**src/rtl/issue_ctrl.sv**
```systemverilog
// Issue controller: pending-register scoreboard, one output register stage,
// and an RUN/DRAIN/FENCE/TRAP FSM for traps and fences.
// Ports:
//   clk, rst_n                  clock, async active-low reset
//   dec_valid/dec_ready         decode handshake; dec_bundle, dec_rd/rs1/rs2 (+_en)
//   alu_/lsu_/csr_valid/ready   per-unit issue handshakes
//   iss_bundle, iss_rd          registered issued instruction
//   wb_valid, wb_rd             writeback completion
//   trap_valid/cause/ack        trap report; fence_req/done; busy
// Option: ISSUE_WB_BYPASS_EN lets a same-cycle writeback wake a dependent
// instruction (hazard check sees pending with wb_rd already cleared).
module issue_ctrl #(
    parameter int MAX_OUT = 4
) (
    input  logic        clk,
    input  logic        rst_n,
    input  logic        dec_valid,
    output logic        dec_ready,
    input  logic [14:0] dec_bundle,
    input  logic [4:0]  dec_rd,
    input  logic [4:0]  dec_rs1,
    input  logic [4:0]  dec_rs2,
    input  logic        dec_rd_en,
    input  logic        dec_rs1_en,
    input  logic        dec_rs2_en,
    output logic        alu_valid,
    input  logic        alu_ready,
    output logic        lsu_valid,
    input  logic        lsu_ready,
    output logic        csr_valid,
    input  logic        csr_ready,
    output logic [14:0] iss_bundle,
    output logic [4:0]  iss_rd,
    input  logic        wb_valid,
    input  logic [4:0]  wb_rd,
    output logic        trap_valid,
    output logic [1:0]  trap_cause,
    input  logic        trap_ack,
    output logic        fence_req,
    input  logic        fence_done,
    output logic        busy
);

    localparam int CW = 4;

    typedef enum logic [1:0] {
        S_RUN,
        S_DRAIN,
        S_FENCE,
        S_TRAP
    } state_e;

    state_e        state_q;
    logic [31:0]   pend_q, pend_d;
    logic [CW-1:0] cnt_q, cnt_d;
    logic          ov_q;
    logic [14:0]   ob_q;
    logic [4:0]    ord_q;
    logic          tv_q, fr_q;
    logic [1:0]    cause_q;
    logic          op_ill_q, op_ecall_q, op_ebreak_q, op_fi_q;

    logic [31:0]   wb_mask, set_mask, pend_chk;
    logic          is_csr, is_lsu, is_alu;
    logic          fire, wb_ok, rd_wr, cnt_full;
    logic          haz, accept, special, inc;

    // Unit routing: the csr bit wins over the unit field.
    assign is_csr = ob_q[4];
    assign is_lsu = !ob_q[4] && (ob_q[14:13] == 2'd1);
    assign is_alu = !is_csr && !is_lsu;

    assign alu_valid = ov_q && is_alu;
    assign lsu_valid = ov_q && is_lsu;
    assign csr_valid = ov_q && is_csr;

    assign fire = (alu_valid && alu_ready)
               || (lsu_valid && lsu_ready)
               || (csr_valid && csr_ready);

    // A writeback with nothing outstanding is dropped entirely.
    assign wb_ok   = wb_valid && (cnt_q != '0);
    assign wb_mask = wb_ok ? (32'd1 << wb_rd) : 32'd0;

`ifdef ISSUE_WB_BYPASS_EN
    assign pend_chk = pend_q & ~wb_mask;
`else
    assign pend_chk = pend_q;
`endif

    assign rd_wr    = dec_rd_en && (dec_rd != 5'd0);
    assign cnt_full = (cnt_q == CW'(MAX_OUT));

    assign haz = (dec_rs1_en && pend_chk[dec_rs1])
              || (dec_rs2_en && pend_chk[dec_rs2])
              || (dec_rd_en && pend_chk[dec_rd])
              || (rd_wr && cnt_full);

    assign dec_ready = rst_n && (state_q == S_RUN)
                    && (!ov_q || fire) && !haz;

    assign accept  = dec_valid && dec_ready;
    assign special = |dec_bundle[3:0];

    // Trap/fence bundles never reach a unit, so they never claim rd.
    assign inc      = accept && !special && rd_wr;
    assign set_mask = inc ? (32'd1 << dec_rd) : 32'd0;

    // Clear before set: a same-cycle set of the same index wins.
    assign pend_d = ((pend_q & ~wb_mask) | set_mask) & 32'hFFFF_FFFE;

    always_comb begin
        cnt_d = cnt_q;
        if (inc && !wb_ok) begin
            cnt_d = cnt_q + CW'(1);
        end else if (!inc && wb_ok) begin
            cnt_d = cnt_q - CW'(1);
        end
    end

    assign iss_bundle = ob_q;
    assign iss_rd     = ord_q;
    assign trap_valid = tv_q;
    assign trap_cause = cause_q;
    assign fence_req  = fr_q;
    assign busy = (state_q != S_RUN) || (cnt_q != '0) || ov_q;

    always_ff @(posedge clk or negedge rst_n) begin
        if (!rst_n) begin
            state_q     <= S_RUN;
            pend_q      <= '0;
            cnt_q       <= '0;
            ov_q        <= 1'b0;
            ob_q        <= '0;
            ord_q       <= '0;
            tv_q        <= 1'b0;
            fr_q        <= 1'b0;
            cause_q     <= '0;
            op_ill_q    <= 1'b0;
            op_ecall_q  <= 1'b0;
            op_ebreak_q <= 1'b0;
            op_fi_q     <= 1'b0;
        end else begin
            pend_q <= pend_d;
            cnt_q  <= cnt_d;

            if (accept && !special) begin
                ov_q  <= 1'b1;
                ob_q  <= dec_bundle;
                ord_q <= dec_rd;
            end else if (fire) begin
                ov_q <= 1'b0;
            end

            unique case (state_q)
                S_RUN: begin
                    if (accept && special) begin
                        state_q     <= S_DRAIN;
                        op_ill_q    <= dec_bundle[0];
                        op_ecall_q  <= dec_bundle[2];
                        op_ebreak_q <= dec_bundle[1];
                        op_fi_q     <= dec_bundle[3] && dec_bundle[5];
                    end
                end
                S_DRAIN: begin
                    if ((cnt_q == '0) && !ov_q) begin
                        if (op_ill_q) begin
                            state_q <= S_TRAP;
                            tv_q    <= 1'b1;
                            cause_q <= 2'd0;
                        end else if (op_ecall_q) begin
                            state_q <= S_TRAP;
                            tv_q    <= 1'b1;
                            cause_q <= 2'd1;
                        end else if (op_ebreak_q) begin
                            state_q <= S_TRAP;
                            tv_q    <= 1'b1;
                            cause_q <= 2'd2;
                        end else if (op_fi_q) begin
                            state_q <= S_FENCE;
                            fr_q    <= 1'b1;
                        end else begin
                            state_q <= S_RUN;
                        end
                    end
                end
                S_FENCE: begin
                    if (fence_done) begin
                        state_q <= S_RUN;
                        fr_q    <= 1'b0;
                    end
                end
                S_TRAP: begin
                    if (trap_ack) begin
                        state_q <= S_RUN;
                        tv_q    <= 1'b0;
                    end
                end
                default: state_q <= S_RUN;
            endcase
        end
    end

endmodule

```
**config.mk**
```make
export PLATFORM = sky130hd
export DESIGN_NAME = issue_ctrl
export DESIGN_NICKNAME = d
export VERILOG_FILES = /design/src/rtl/issue_ctrl.sv
export SDC_FILE = /design/constraint.sdc
export NUM_CORES = 1
export LEC_CHECK = 0
export BUFFER_PORTS_ARGS = -buffer_cell sky130_fd_sc_hd__buf_2
export CORE_ASPECT_RATIO = 0.5
export CORE_MARGIN = 5
export CORE_UTILIZATION = 50
export DETAILED_ROUTE_END_ITERATION = 10
export PLACE_DENSITY = 0.75
export SKIP_LAST_GASP = 1
export SLEW_MARGIN = 5
export SYNTH_ARGS = -nofsm -noshare
export SYNTH_HDL_FRONTEND = slang
export SYNTH_SLANG_ARGS = --single-unit
```
**constraint.sdc**
```tcl
create_clock -name clk -period 3.1 [get_ports clk]
set_input_delay 0.62 -clock clk [delete_from_list [all_inputs] [get_ports clk]]
set_output_delay 0.62 -clock clk [all_outputs]
set_load 0.01 [all_outputs]
```
==> out/metrics.csv, run 1 <==
metric,value,unit
setup_viol,4,
cp-end-kind,flip-flop,
synth_top_area_share,0.424,
die_area,9760,µm²
io_buffer_count,75,
post-route-util,0.671,
ys_ff_latch,66,
syn_nets,436,
holdWs,0.480,ns
power-per-cell-area,558,nW/µm²
leakagePower,2.36,nW
rsz0062_at_grt,true,
critPathRequiredTime,3.31,ns
outcome,"complete, but fails checks",
tightest_slew,0.846,ns
clkLatencyLatePin,0.33,ns
violations,negative setup slack,
maxCapViolCount,0,
postSynthCellCount,385,
start_util,0.522,
hp-class,reg2reg,
wl,10.8,mm
max_stage_delay,0.50,ns
ys_seq_area_frac,0.424,
drc,0,
wl_per_cell,17.7,µm
antenna_left,0,
floorplan.die.width,135,µm
critical_path_class,in2reg,
htreeDepth,3,
drv_slew,0,
synth_area,3890,µm²
hold_violations,0,
io-pin-count,76,
fin_ws,-0.244,ns
globalplace.congestion,0.913,
fin_nets,548,
cp.arrival,3.55,ns
start_kind,input port,
dp_cells,588,
grt_overflow,0,
cp_top_family,multiplexers,
row_count,22,
min_period,3.34,ns
crit_buf_inv,5,
final_area,5000,µm²
fin_crit_sh,1.08,
dpl_cell_area,4640,µm²
path_max_fanout,5,
antenna_found_initial,0,
instances_no_fill,608,
finClkSkew,0.00669,ns
ys_warn_count,0,
maxSlewHeadroom,0.436,
hpwl,7.86,mm
ys.flop_type,dfrtp_1,
synth_top_area_cell,dfrtp_1,
synthToLayoutAreaGrowth,28.4,%
grtUsageTotal,0.233,
slowest_stage,mux4_2,
grt_pass1_wl,17.8,mm
die_y,72.4,µm
cts_sinks,66,
via_per_inst,5.76,
num_vias,3505,
syn_avg_cell_area,10.1,µm²
synth_edf_count,0,
synth_cell_type_count,49,
cts_tree,yes,
grt_max_degree,67,
grt_pass1_vias,3581,
drive_gt1_frac,0.354,
async_flop_share,1.00,
cts-root-buf,clkbuf_16,
drt_iter0_markers,219,
first_pass_iters,5,
path_cells,buf_6 > mux4_2 > mux4_2 > o22ai_2 > nand4_1 > inv_2 > nand3_4 > nor2_2 > ha_2 > inv_4 > buf_4 > buf_6 > fa_2 > mux2_4,
diodes,0,
vdd_drop_max,0.000415,V
synth_area_leaders,"dfrtp_1 42%, mux4_2 9.8%, o21ai_0 8.5%",
clk_pin_slew,0.05,ns
holdBufCountCts,0,
fmax,299,MHz
coreArea,7460,µm²
clk_path_buf_depth,2,
numCtsBuffers,9,
synthTopCellsByCount,"66 x dfrtp_1, 66 x o21ai_0, 40 x nand2_1",
[cells in the final DEF (no fill, tap or decap), drive strengths merged, types with 2 or more instances in the layout]
cell type  instances
nand3b             3
o21ai             66
o22ai              2
clkbuf            10
xnor2              3
nor3b              2
buf              123
nand2             40
clkinv             3
and3               2
ha                 3
inv                8
and3b              2
or2                4
and2               7
a22oi              2
o31ai              3
nor2              20
or3                6
a21o               2
a31oi              6
nand4              8
mux2              22
mux4              17
nand2b             9
nor3               3
nor2b              8
dfrtp             66
a21oi              7
mux2i             19
o311ai             2
nand3             10
[final cells by class]
| type | instances | area (µm²) |
|---|---|---|
| fillers | 617 | 2460 |
| multi-input cells | 289 | 2160 |
| flip-flops and latches | 66 | 1650 |
| repair buffers | 123 | 752 |
| clock buffers | 10 | 229 |
| well taps | 108 | 135 |
| clock inverters | 4 | 45.0 |
| inverters | 8 | 32.5 |
[per-stage QoR]
step / TNS [ns] / power, mW / worst slack [ns]
2_1_floorplan: -1.24 / 1.53 / -0.519
3_3_place_gp: -1.30 / 1.78 / -0.493
3_5_place_dp: -2.81 / 1.81 / -0.623
4_1_cts: -0.387 / 2.79 / -0.197
5_1_grt: -0.977 / 2.96 / -0.350
6_report: -0.603 / 2.79 / -0.244
[kinds of logic after synthesis]
logic type               Yosys count  share of synthesized area
AO/OA/AOI/OAI                     96                      0.137
XOR/XNOR                           4                    0.00900
adder cells (fa/ha/maj)            4                     0.0148
buffers and inverters             30                     0.0328
flip-flops                        66                      0.424
multiplexers                      58                      0.211
AND/OR/NAND/NOR                  127                      0.172
[state kept, by name, summed over array words and instances (netlist names)]
signal       flops
cnt_q            4
fence_req        1
iss_bundle      15
iss_rd           5
op_ebreak_q      1
op_ecall_q       1
op_fi_q          1
op_ill_q         1
ov_q             1
pend_chk        31
state_q          2
trap_cause       2
trap_valid       1
[final timing paths]
check | slack [ns] | cells past startpoint | startpoint | to
worst max-delay path | -0.24 | 14 | dec_rd[0] | cnt_q[1]
worst min-delay path | 0.48 | 1 | iss_rd[4] | iss_rd[4]
worst max register to register | -0.24 | 13 | pend_chk[23] | cnt_q[1]
worst min register to register | 0.48 | 1 | iss_rd[4] | iss_rd[4]
max in group asynchronous | 2.03 | 2 | rst_n | cnt_q[2]
min in group asynchronous | 0.52 | 2 | rst_n | iss_rd[2]
[layer usage]
metal / GRT usage / share of wire / wire, µm / vias up
li1: - / - / - / 1633
met1: 0.314 / 0.43 / 4650 / 1655
met2: 0.361 / 0.44 / 4780 / 194
met3: 0.0693 / 0.10 / 1120 / 23
met4: 0.0869 / 0.021 / 226 / 0
met5: 0 / 0 / 0 / -
[report_power, final]
part	leakage (nW)	switching (mW)	total, mW	internal (mW)
clock	0.138	0.339	0.947	0.608
combinational	1.33	0.365	0.733	0.368
sequential	0.886	0.117	1.11	0.994
total	2.36	0.821	2.79	1.97
[repair_timing]
item	in CTS	in global routing
gates resized for setup	4	6
setup buffers	4	2
setup endpoints to repair	4	4
pin swaps	7	5
Note: power is estimated with default switching activity, not from simulation.
==> run 2, diff against run 1 <==
- CELL_PAD_IN_SITES_DETAIL_PLACEMENT: unset -> 0
- CELL_PAD_IN_SITES_GLOBAL_PLACEMENT: unset -> 2
- CORE_UTILIZATION: 50 -> 31
- PLACE_DENSITY: 0.75 -> 0.74
==> run 2 against run 1 <==
Against the previous run: flip-flop and latch count unchanged; the run still ends with negative setup slack left; largest power group unchanged; utilization decreased by 24 points; maximum frequency increased by 2.9%; sequential power about the same; highest routed layer unchanged.
==> out/metrics.csv, run 2 (same netlist as run 1, synthesis figures left out) <==
metric,value,unit
largest_reg_flops,31,
start_util,0.323,
drive_gt1_frac,0.377,
min_from,cnt_q[3],
leakagePower,2.43,nW
power-per-cell-area,556,nW/µm²
outcome,"complete, but fails checks",
fmax,308,MHz
antenna_found_initial,0,
maxCapViolCount,0,
start_kind,input port,
floorplan.die.width,169,µm
io_buffer_count,75,
cts_sinks,66,
rsz0062_at_grt,true,
synthToLayoutAreaGrowth,34.1,%
cp_top_family,multiplexers,
setup_viol,4,
cts-root-buf,clkbuf_16,
cts_tree,yes,
layout_common_cells,"71 x buf_2, 65 x o21ai_0, 65 x dfrtp_1",
grt_overflow,0,
critPathRequiredTime,3.31,ns
first_pass_iters,7,
violations,negative setup slack,
clk_pin_slew,0.05,ns
finClkSkew,0.00496,ns
num_vias,3484,
htreeDepth,3,
holdWs,0.480,ns
antenna_left,0,
via_per_inst,5.12,
wl,12.1,mm
cp-startpoint,dec_rd[0],
die_area,15000,µm²
holdBufCountCts,0,
min_period,3.25,ns
grt_pass1_wl,19.4,mm
coreArea,12100,µm²
clkLatencyLatePin,0.33,ns
wl_per_cell,17.8,µm
io-pin-count,76,
drv_slew,0,
hold_violations,0,
critical_path_class,in2reg,
grtUsageTotal,0.167,
die_y,89.3,µm
slowest_stage,mux4_2,
hpwl,9.23,mm
numCtsBuffers,9,
row_count,28,
cp.arrival,3.46,ns
drt_iter0_markers,217,
fin_ws,-0.150,ns
path_cells,buf_6 > mux4_2 > mux4_2 > o22ai_2 > nand4_1 > inv_2 > nand3_4 > nor2_2 > ha_2 > inv_2 > ha_4 > a21o_1 > a21oi_2 > xnor2_1 > nor2_1 > xor2_1,
tightest_slew,0.888,ns
path_max_fanout,6,
globalplace.congestion,0.817,
drc,0,
fin_crit_sh,1.05,
diodes,0,
maxSlewHeadroom,0.408,
grt_pass1_vias,3496,
clk_path_buf_depth,2,
r2r-start,pend_chk[31],
cp-end-kind,flip-flop,
total_power,2.90,mW
max_stage_delay,0.49,ns
hp-class,reg2reg,
grt_max_degree,67,
final_common_cell,buf_2,
vdd_drop_max,0.000283,V
crit_buf_inv,3,
fin_nets,561,
run 2: cell count changes in the layout (fill, tap and decap cells not counted), sizes merged:
cell	previous run	this run
clkbuf	10	17
buf	123	134
clkinv	3	0
run 2: path summary, 6_finish.rpt:
check | to | slack [ns] | depth (start not counted)
setup / recovery | cnt_q[3] | -0.15 | 16
hold reg to reg | cnt_q[3] | 0.48 | 1
hold / removal | cnt_q[3] | 0.48 | 1
min in group asynchronous | op_ill_q | 0.52 | 2
max in group asynchronous | pend_chk[23] | 1.94 | 2
setup reg to reg | cnt_q[3] | -0.15 | 15
run 2: layer usage:
| layer | up-vias | part of all wire | wire length, µm | track usage |
|---|---|---|---|---|
| li1 | 1665 | - | - | - |
| met1 | 1689 | 0.50 | 6100 | 0.245 |
| met2 | 118 | 0.42 | 5100 | 0.247 |
| met3 | 12 | 0.063 | 760 | 0.0415 |
| met4 | 0 | 0.013 | 159 | 0.0479 |
| met5 | - | 0 | 0 | 0 |
run 2: repair_timing:
action                     CTS  global route
setup buffers                1             3
setup endpoints to repair    4             5
gates resized for setup      5             6
hold endpoints to repair     0             0
gates cloned                 0             0
pin swaps                    5             3
run 2: cell type report:
type | count | area, µm²
multi-input combinational | 289 | 2160
clock buffer | 15 | 288
sequential | 66 | 1650
inverter | 8 | 30.0
timing repair buffer | 136 | 851
clock inverter | 1 | 30.0
fill | 1197 | 6830
tap | 165 | 206
run 2: per-stage QoR:
stage           util  TNS, ns  worst slack, ns  std cells  instance area (µm²)
3_3_place_gp   0.401    -3.48           -0.591        660                 4830
6_report       0.433   -0.379           -0.150        680                 5220
2_1_floorplan      -    -1.24           -0.519        385                 3940
3_5_place_dp   0.401    -4.33           -0.634        660                 4830
5_1_grt        0.433   -0.888           -0.304        680                 5220
4_1_cts        0.429   -0.312           -0.157        677                 5170
run 2: report_power, final:
part / internal [mW] / total [mW] / switching (mW)
clock network: 0.711 / 1.07 / 0.362
registers: 0.994 / 1.10 / 0.106
logic: 0.361 / 0.729 / 0.367
